## src/rtl/pixel_render.sv

```systemverilog
// rtl/pixel_render.sv - full-frame tile renderer feeding a VGA adapter write port
// Scans 160x120 pixels, looks up 16x16 tiles in map RAM, and emits one plot per pixel.
module pixel_render (
  input  logic       clk50M,
  input  logic       rst_n,
  input  logic       redraw_req,
  output logic       point_cnt_en,
  input  logic [7:0] x,
  input  logic [6:0] y,
  output logic [6:0] map_addr,
  input  logic [2:0] map_data,
  output logic [7:0] vga_x,
  output logic [6:0] vga_y,
  output logic [2:0] colour,
  output logic       plot,
  output logic       busy,
  output logic       done
);

  localparam logic [1:0] ST_IDLE  = 2'd0;
  localparam logic [1:0] ST_SCAN  = 2'd1;
  localparam logic [1:0] ST_FLUSH = 2'd2;
  localparam logic [7:0] X_LAST   = 8'd159;
  localparam logic [6:0] Y_LAST   = 7'd119;

  logic [1:0] state_q, state_d;
  logic       pending_q, pending_d;
  logic       flush_q, flush_d;
  logic       done_q, done_d;
  logic       en_q, busy_q;

  logic [7:0] s1_x_q;
  logic [6:0] s1_y_q;
  logic       s1_valid_q, s1_band_q;

  logic [7:0] vga_x_q;
  logic [6:0] vga_y_q;
  logic [2:0] colour_q, colour_d;
  logic       plot_q;

  logic [2:0] tile_row;
  logic [3:0] tile_col;
  logic       band;

  // Row 7 of tiles (y >= 112) is the status band: no map cell behind it.
  assign tile_row = y[6:4];
  assign tile_col = x[7:4];
  assign band     = (tile_row == 3'd7);
  assign map_addr = band ? 7'd0
                  : ({1'b0, tile_row, 3'b000} + {3'b000, tile_row, 1'b0} + {3'b000, tile_col});

  always_comb begin
    state_d   = state_q;
    pending_d = pending_q;
    flush_d   = flush_q;
    done_d    = 1'b0;
    case (state_q)
      ST_IDLE: begin
        if (redraw_req || pending_q) begin
          state_d   = ST_SCAN;
          pending_d = 1'b0;
        end
      end
      ST_SCAN: begin
        if (redraw_req) pending_d = 1'b1;
        if (x == X_LAST && y == Y_LAST) begin
          state_d = ST_FLUSH;
          flush_d = 1'b0;
        end
      end
      ST_FLUSH: begin
        if (redraw_req) pending_d = 1'b1;
        if (flush_q) begin
          state_d = ST_IDLE;
          done_d  = 1'b1;
        end else begin
          flush_d = 1'b1;
        end
      end
      default: state_d = ST_IDLE;
    endcase
  end

  logic [3:0] px, py;
  logic       border, centre;

  assign px     = s1_x_q[3:0];
  assign py     = s1_y_q[3:0];
  assign border = (px == 4'd0) || (px == 4'd15) || (py == 4'd0) || (py == 4'd15);
  assign centre = (px >= 4'd6) && (px <= 4'd9) && (py >= 4'd6) && (py <= 4'd9);

  // map_data arrives aligned with stage 1, so colour is decoded from stage-1 position.
  always_comb begin
    colour_d = 3'b000;
    if (!s1_band_q) begin
      case (map_data)
        3'd0: colour_d = 3'b000;
        3'd1: colour_d = 3'b100;
        3'd2: colour_d = border ? 3'b111 : 3'b110;
        3'd3: colour_d = centre ? 3'b001 : 3'b000;
        3'd4: colour_d = border ? 3'b010 : 3'b110;
        3'd5: colour_d = 3'b011;
        3'd6: colour_d = centre ? 3'b001 : 3'b011;
        3'd7: colour_d = 3'b101;
      endcase
    end
  end

  always_ff @(posedge clk50M) begin
    if (!rst_n) begin
      state_q    <= ST_IDLE;
      pending_q  <= 1'b0;
      flush_q    <= 1'b0;
      done_q     <= 1'b0;
      en_q       <= 1'b0;
      busy_q     <= 1'b0;
      s1_x_q     <= 8'd0;
      s1_y_q     <= 7'd0;
      s1_valid_q <= 1'b0;
      s1_band_q  <= 1'b0;
      vga_x_q    <= 8'd0;
      vga_y_q    <= 7'd0;
      colour_q   <= 3'b000;
      plot_q     <= 1'b0;
    end else begin
      state_q    <= state_d;
      pending_q  <= pending_d;
      flush_q    <= flush_d;
      done_q     <= done_d;
      en_q       <= (state_d == ST_SCAN);
      busy_q     <= (state_d != ST_IDLE);
      s1_x_q     <= x;
      s1_y_q     <= y;
      s1_valid_q <= en_q;
      s1_band_q  <= band;
      plot_q     <= s1_valid_q;
      if (s1_valid_q) begin
        vga_x_q  <= s1_x_q;
        vga_y_q  <= s1_y_q;
        colour_q <= colour_d;
      end
    end
  end

  assign point_cnt_en = en_q;
  assign busy         = busy_q;
  assign done         = done_q;
  assign vga_x        = vga_x_q;
  assign vga_y        = vga_y_q;
  assign colour       = colour_q;
  assign plot         = plot_q;

endmodule
```

## config.mk

```make
export PLATFORM = sky130hd
export DESIGN_NAME = pixel_render
export DESIGN_NICKNAME = d
export VERILOG_FILES = /design/src/rtl/pixel_render.sv
export SDC_FILE = /design/constraint.sdc
export NUM_CORES = 1
export LEC_CHECK = 0
export BUFFER_PORTS_ARGS = -buffer_cell sky130_fd_sc_hd__buf_2
export CORE_MARGIN = 3
export CORE_UTILIZATION = 47
export CTS_CLUSTER_DIAMETER = 40
export DETAILED_ROUTE_END_ITERATION = 8
export GPL_ROUTABILITY_DRIVEN = 0
export MAX_ROUTING_LAYER = met4
export PLACE_DENSITY = 0.72
export REMOVE_ABC_BUFFERS = 1
export SLEW_MARGIN = 20
export SYNTH_ARGS = -nofsm -noshare
export SYNTH_HDL_FRONTEND = slang
export SYNTH_SLANG_ARGS = --single-unit
```

## constraint.sdc

```tcl
create_clock -name clk50M -period 1.84 [get_ports clk50M]
set_input_delay 0.092 -clock clk50M [delete_from_list [all_inputs] [get_ports clk50M]]
set_output_delay 0.092 -clock clk50M [all_outputs]
set_load 0.05 [all_outputs]
```

==> impl_results.md, run 1 <==
- Status: complete, but fails checks
- Failing checks: setup timing
- Endpoints failing hold: 0
- Largest net degree at the start of global routing: 23
- Crit Path Max Fanout: 2
- CTS root buf: clkbuf_8
- Period minus WS final: 1.86 ns
- CTS tree: built
- Initial Util: 49.9%
- Max Cap Viol: 0
- Die ar.: 4800 sq um
- Iteration count of the initial detailed-routing pass: 4
- Critical path data arrival time: 1.77 ns
- RSZ-0062 raised after global routing: yes
- Row count: 22
- Syn Inst Count: 195
- DR top layer: met4
- Post-DR wirelength/cell: 12.5 um
- Clock Pin Slew Worst Setup and Hold Paths: 0.08 ns
- Total GRT Usage: 16.9%
- Leakage Power: 0.00107 uW
- FMAX: 538 MHz
- Number of global-route vias before repair: 1462
- Hold crit path type: in2reg
- I/O Buffers: 49
- CTS Sinks: 43
- Final worst clock skew: 0.00585 ns
- Vias: 1515
- Metal2 WL: 1770 um
- Netlist cell types: 47
- Pwr dens: 863 nW/um^2
- Crit. End Element: output pin
- Detail Placement HPWL: 2850 um
- Area delta synth->final: 23.7%
- Register area: 861 sq um
- Top Ports: 50
- Worst slew margin: 70.1%
- Hold WS: 0.0119 ns
- Postcts setup bufs: 0
- Die W: 69.3 um
- Primary FF master, synth: dfxtp_1
- Initial DRC Count: 96
- Met3 WL: 236 um
- Mapped Avg Cell Area: 9.66 sq um
- Hold depth: 2
- Ratio of cells with drive above 1 in the final layout: 29.6%
- Yosys warning total: 0
- CP required: 1.75 ns
- CTS Buf Count: 5
- Post-synth EDFFs: 0
- IR drop worst, VDD: 0.443 mV
- Async SR Flop Fraction: 0%
- Final core utilization: 61.8%
- Worst Max-Slew Pin Slew: 0.443 ns
- Reg2reg setup slack: 0.17 ns
- R2R depth: 6
- Final WS setup: -0.0181 ns
- R2r startpoint: state_q[0]
- Hold Crit Endpoint: s1_y_q[3]
- DR vias/cell: 5.03
- Number of synthesized register bits: 43
- Chip height: 69.3 um
- Drt drc: 0
- Startpoint Class: primary input
- Clock Tree Buf Depth: 2
- # setup viols final: 1
- First-pass GRT wire length: 6320 um
- GRT overflow: 0
- Multi-input gate area in the final layout: 951 sq um
- RR Endpoint: point_cnt_en
- N_diodes: 0
- Initial antenna violation count: 0
- Worst Min Path Start: y[3]
- Max-slew violation count: 0
- CP Class: in2out
- Tcrit/Tclk final: 101%
- Max H-tree Level: 2
- Layout fillers: 330
- Sequential fraction of the synthesis area: 45.7%
- Metal-1 WL: 1680 um
- Final layout net count: 284
- WL final: 3750 um
- Cell area after synthesis: 1880 sq um
- Worst-Skew Late Latency: 0.29 ns
- Routed Antenna Nets: 0
- Core Region: 3770 sq um
==> worst max-delay path: stages <==
cell,delay [ns]
buf_8,0.08
inv_4,0.03
fa_1,0.55
inv_1,0.05
ha_1,0.26
a21o_1,0.19
a21oi_2,0.14
nor2_1,0.06
a21oi_1,0.11
buf_4,0.21
==> timing repair <==
action	4_1_cts	5_1_grt
gates resized for setup	6	7
hold buffers	0	0
endpoints found under the setup margin	3	4
hold endpoints to repair	0	0
pin swaps	3	7
==> metal layers <==
layer	up-vias	GRT usage [%]
li1	783	-
met1	686	19.0
met2	40	27.6
met3	6	6.23
met4	0	5.86
met5	-	-
==> cells in the final DEF, fill, tap and decap left out, drive strengths merged, types with 3 or more instances in the layout <==
master / n
nand4b: 3
ha: 9
nand2: 7
mux2i: 15
buf: 56
a21oi: 9
clkbuf: 7
and2: 17
nor2b: 3
dfxtp: 43
nor2: 30
inv: 13
==> metrics by stage <==
stage	setup WS, ns	area (sq um)	TNS, ns	cells	total power [uW]
floorplan	-0.420	1850	-0.780	189	1330
global placement	-0.110	2210	-0.226	293	1450
CTS	-0.0322	2310	-0.0322	301	2030
global route	-0.138	2330	-0.138	301	2120
finish	-0.0181	2330	-0.0181	301	2010
detailed placement	-0.120	2210	-0.272	293	1450
==> state kept, by name, summed over array words and instances (netlist names) <==
signal,count
s1_y_q,7
plot,1
vga_y,7
s1_valid_q,1
state_q,2
s1_band_q,1
point_cnt_en,1
s1_x_q,8
pending_q,1
colour,3
flush_q,1
vga_x,8
busy,1
done,1
==> worst max path at each step <==
stage	start	to	slack (ns)
5_1_grt	x[7]	map_addr[5]	-0.14
6_report	x[7]	map_addr[5]	-0.02
4_1_cts	y[6]	map_addr[5]	-0.03
3_3_place_gp	y[4]	map_addr[5]	-0.11
2_1_floorplan	y[4]	map_addr[5]	-0.42
3_5_place_dp	y[4]	map_addr[5]	-0.12
==> synth_stat cells, types with 3 or more instances <==
master | number | area [sq um]
a21oi_1 | 9 | 45.0
and2_1 | 14 | 87.6
and2_2 | 3 | 22.5
clkbuf_1 | 3 | 11.3
dfxtp_1 | 43 | 861
ha_1 | 9 | 113
inv_1 | 12 | 45.0
mux2i_1 | 15 | 150
nand2_1 | 7 | 26.3
nor2_1 | 30 | 113
nor2b_1 | 3 | 18.8
==> power breakdown <==
part / internal (uW) / switching, uW / total, uW / leakage [uW]
Clock: 266 / 296 / 562 / 0.0000422
Combinational: 159 / 291 / 450 / 0.000679
Sequential: 973 / 25.3 / 999 / 0.000352
Total: 1400 / 612 / 2010 / 0.00107
==> logic make-up after synthesis <==
family	synth area share, %
flops	45.7
compound gates	10.6
xor+xnor	0.465
fa+ha+maj	8.11
simple gates	23.0
buf+inv	4.12
mux	7.97
==> final cells by class <==
class / count / share of cell area [%]
Clock buffer: 7 / 3.28
Sequential cell: 43 / 36.9
Inverter: 13 / 2.20
Clock inverter: 1 / 0.215
Multi-Input combinational cell: 133 / 40.8
Timing Repair Buffer: 56 / 14.0
Tap cell: 48 / 2.58
Power figures use the tool's default switching activity.
==> run 2, diff against run 1 <==
--- a/config.mk
+++ b/config.mk
@@ -7,12 +7,12 @@
 export LEC_CHECK = 0
 export BUFFER_PORTS_ARGS = -buffer_cell sky130_fd_sc_hd__buf_2
 export CORE_MARGIN = 3
-export CORE_UTILIZATION = 47
+export CORE_UTILIZATION = 40
 export CTS_CLUSTER_DIAMETER = 40
 export DETAILED_ROUTE_END_ITERATION = 8
 export GPL_ROUTABILITY_DRIVEN = 0
 export MAX_ROUTING_LAYER = met4
-export PLACE_DENSITY = 0.72
+export PLACE_DENSITY = 0.63
 export REMOVE_ABC_BUFFERS = 1
 export SLEW_MARGIN = 20
 export SYNTH_ARGS = -nofsm -noshare
==> impl_results.md, run 2 (synthesis gave the netlist of run 1 again) <==
- Total GRT Usage: 15.4% (was 16.9%)
- Power Internal: 1410 uW (was 1400 uW)
- GRT overflow: 0 (unchanged)
- Chip height: 74.6 um (was 69.3 um)
- Switching part of the total: 30.9% (was 30.4%)
- Drt drc: 0 (unchanged)
- Critical path data arrival time: 1.78 ns (was 1.77 ns)
- Buf/Inv on CP: 4 (unchanged)
- Finished Cell Area: 2390 sq um (was 2330 sq um)
- Hold crit path type: in2reg (unchanged)
- Placed Cells: 298 (was 293)
- Ratio of cells with drive above 1 in the final layout: 31.6% (was 29.6%)
- Reg power frac: 49.1% (was 49.7%)
- DR vias/cell: 4.94 (was 5.03)
- Most frequent cells in the layout: 43 x dfxtp_1, 43 x buf_2, 30 x nor2_1 (was 44 x buf_2, 43 x dfxtp_1, 30 x nor2_1)
- Detail Placement HPWL: 2960 um (was 2850 um)
- Final WS setup: -0.0339 ns (was -0.0181 ns)
- Crit. End Element: output pin (unchanged)
- Max H-tree Level: 2 (unchanged)
- R2R depth: 6 (unchanged)
- Core Region: 4440 sq um (was 3770 sq um)
- Tcrit/Tclk final: 102% (was 101%)
- Post-DR wirelength/cell: 12.7 um (was 12.5 um)
- Max Cap Viol: 0 (unchanged)
- Crit Path Max Fanout: 2 (unchanged)
- Combinational power share: 22.9% (was 22.4%)
- Final worst clock skew: 0.00777 ns (was 0.00585 ns)
- Largest net degree at the start of global routing: 23 (unchanged)
- CTS root buf: clkbuf_8 (unchanged)
- Critical path depth: 10 (unchanged)
- Hold_buf cts: 0 (unchanged)
- Die W: 74.6 um (was 69.3 um)
- CP Class: in2out (unchanged)
- I/O Buffers: 49 (unchanged)
- Clock Power Share: 28.1% (was 27.9%)
- Initial DRC Count: 49 (was 96)
- Placement Cell Area: 2240 sq um (was 2210 sq um)
- Routed Antenna Nets: 0 (unchanged)
- RSZ-0062 raised after global routing: yes (unchanged)
- Slowest CP cell: fa_1 (unchanged)
- CP Cell Sequence: buf_8, inv_4, fa_1, inv_1, ha_1, a21o_1, a21oi_2, nor2_1, a21oi_1, buf_4 (unchanged)
- Reg2reg setup slack: 0.19 ns (was 0.17 ns)
- Top Ports: 50 (unchanged)
- Worst slew margin: 70.7% (was 70.1%)
- Final layout net count: 287 (was 284)
- Period minus WS final: 1.87 ns (was 1.86 ns)
- CTS tree: built (unchanged)
- Leakage Power: 0.00109 uW (was 0.00107 uW)
- Final Non-Filler Cells: 308 (was 301)
- Die ar.: 5570 sq um (was 4800 sq um)
- Worst setup path start: x[7] (unchanged)
- Pwr dens: 855 nW/um^2 (was 863 nW/um^2)
- Initial antenna violation count: 0 (unchanged)
- # setup viols final: 1 (unchanged)
- Delay-heaviest family, CP: adder cells (unchanged)
- Crit-path max cell delay: 0.55 ns (about the same)
- Worst Max-Slew Pin Slew: 0.434 ns (was 0.443 ns)
- IR drop worst, VDD: 0.420 mV (was 0.443 mV)
- R2r startpoint: state_q[0] (unchanged)
- FMAX: 534 MHz (was 538 MHz)
- N_diodes: 0 (unchanged)
- Max-slew violation count: 0 (unchanged)
- CTS Sinks: 43 (unchanged)
- Clock Pin Slew Worst Setup and Hold Paths: 0.08 ns (about the same)
- Iteration count of the initial detailed-routing pass: 4 (unchanged)
- First-pass GRT wire length: 6250 um (was 6320 um)
- CTS Buf Count: 5 (unchanged)
- Row count: 24 (was 22)
- DP Worst Slack: -0.175 ns (was -0.120 ns)
- Clock Tree Buf Depth: 2 (unchanged)
- Area delta synth->final: 26.8% (was 23.7%)
- Worst-Skew Late Latency: 0.30 ns (was 0.29 ns)
- Vias: 1523 (was 1515)
- RR Endpoint: point_cnt_en (unchanged)
- Endpoints failing hold: 0 (unchanged)
- CP endpoint: map_addr[5] (unchanged)
- Failing checks: setup timing (unchanged)
- Setup TNS: -0.0339 ns (was -0.0181 ns)
- P_sw: 630 uW (was 612 uW)
- Initial Util: 42.4% (was 49.9%)
- WL final: 3900 um (was 3750 um)
- Status: complete, but fails checks (unchanged)
- CP required: 1.75 ns (about the same)
- Startpoint Class: primary input (unchanged)
- Number of global-route vias before repair: 1377 (was 1462)
- Layout fillers: 423 (was 330)
[run 2: changes by cell type in the layout (fill, tap and decap cells not counted), sizes merged]
cell	change
clkinvlp	+1
clkbuf	-1
buf	+3
[run 2: what timing repair did]
| item | CTS | global route |
|---|---|---|
| buffers inserted | 2 | 1 |
| pin swaps | 5 | 6 |
| endpoints found under the setup margin | 3 | 4 |
| gates resized for setup | 12 | 5 |
[run 2: worst register-to-register path: stages (launching register included)]
cell	delay, ns
dfxtp_1	0.39
inv_1	0.08
ha_1	0.24
and2b_1	0.19
o311ai_0	0.38
a211oi_1	0.13
o21a_1	0.13
[run 2: area by class of cell]
| cell class | instances | area (sq um) | area share (%) |
|---|---|---|---|
| Timing Repair Buffer | 59 | 370 | 15.5 |
| Clock inverter | 2 | 12.5 | 0.524 |
| Multi-Input combinational cell | 133 | 955 | 40.0 |
| Tap cell | 52 | 65.1 | 2.73 |
| Inverter | 13 | 51.3 | 2.15 |
| Sequential cell | 43 | 861 | 36.1 |
| Clock buffer | 6 | 72.6 | 3.04 |
[run 2: worst min path at each step]
stage | startpoint | end | cells past startpoint
3_3_place_gp | x[2] | s1_x_q[2] | 2
2_1_floorplan | rst_n | s1_valid_q | 1
6_report | x[1] | s1_x_q[1] | 2
3_5_place_dp | x[1] | s1_x_q[1] | 2
5_1_grt | y[3] | s1_y_q[3] | 2
4_1_cts | x[1] | s1_x_q[1] | 2
[run 2: per-layer routing]
metal  share of wire [%]  GRT usage (%)  vias to the layer above
li1                    -              -                      788
met1                  45           17.7                      691
met2                  47           24.8                       37
met3                 6.5           5.34                        7
met4                 1.5           5.93                        0
met5                   0              -                        -
[run 2: power by group through the flow]
stage | Clock [uW] | Combinational, uW | Sequential (uW)
2_1_floorplan | 0 | 235 | 1090
3_3_place_gp | 0 | 432 | 1020
3_5_place_dp | 0 | 440 | 1020
4_1_cts | 597 | 464 | 1000
5_1_grt | 632 | 502 | 1010
6_report | 573 | 466 | 1000
[run 2: through the flow]
step,util [%],power [uW],hold slack [ns]
detailed placement,50.3,1460,0.315
finish,53.7,2040,0.00406
global route,53.7,2140,0.00354
CTS,53.4,2060,0.00168
floorplan,-,1330,0.214
global placement,50.3,1460,0.314
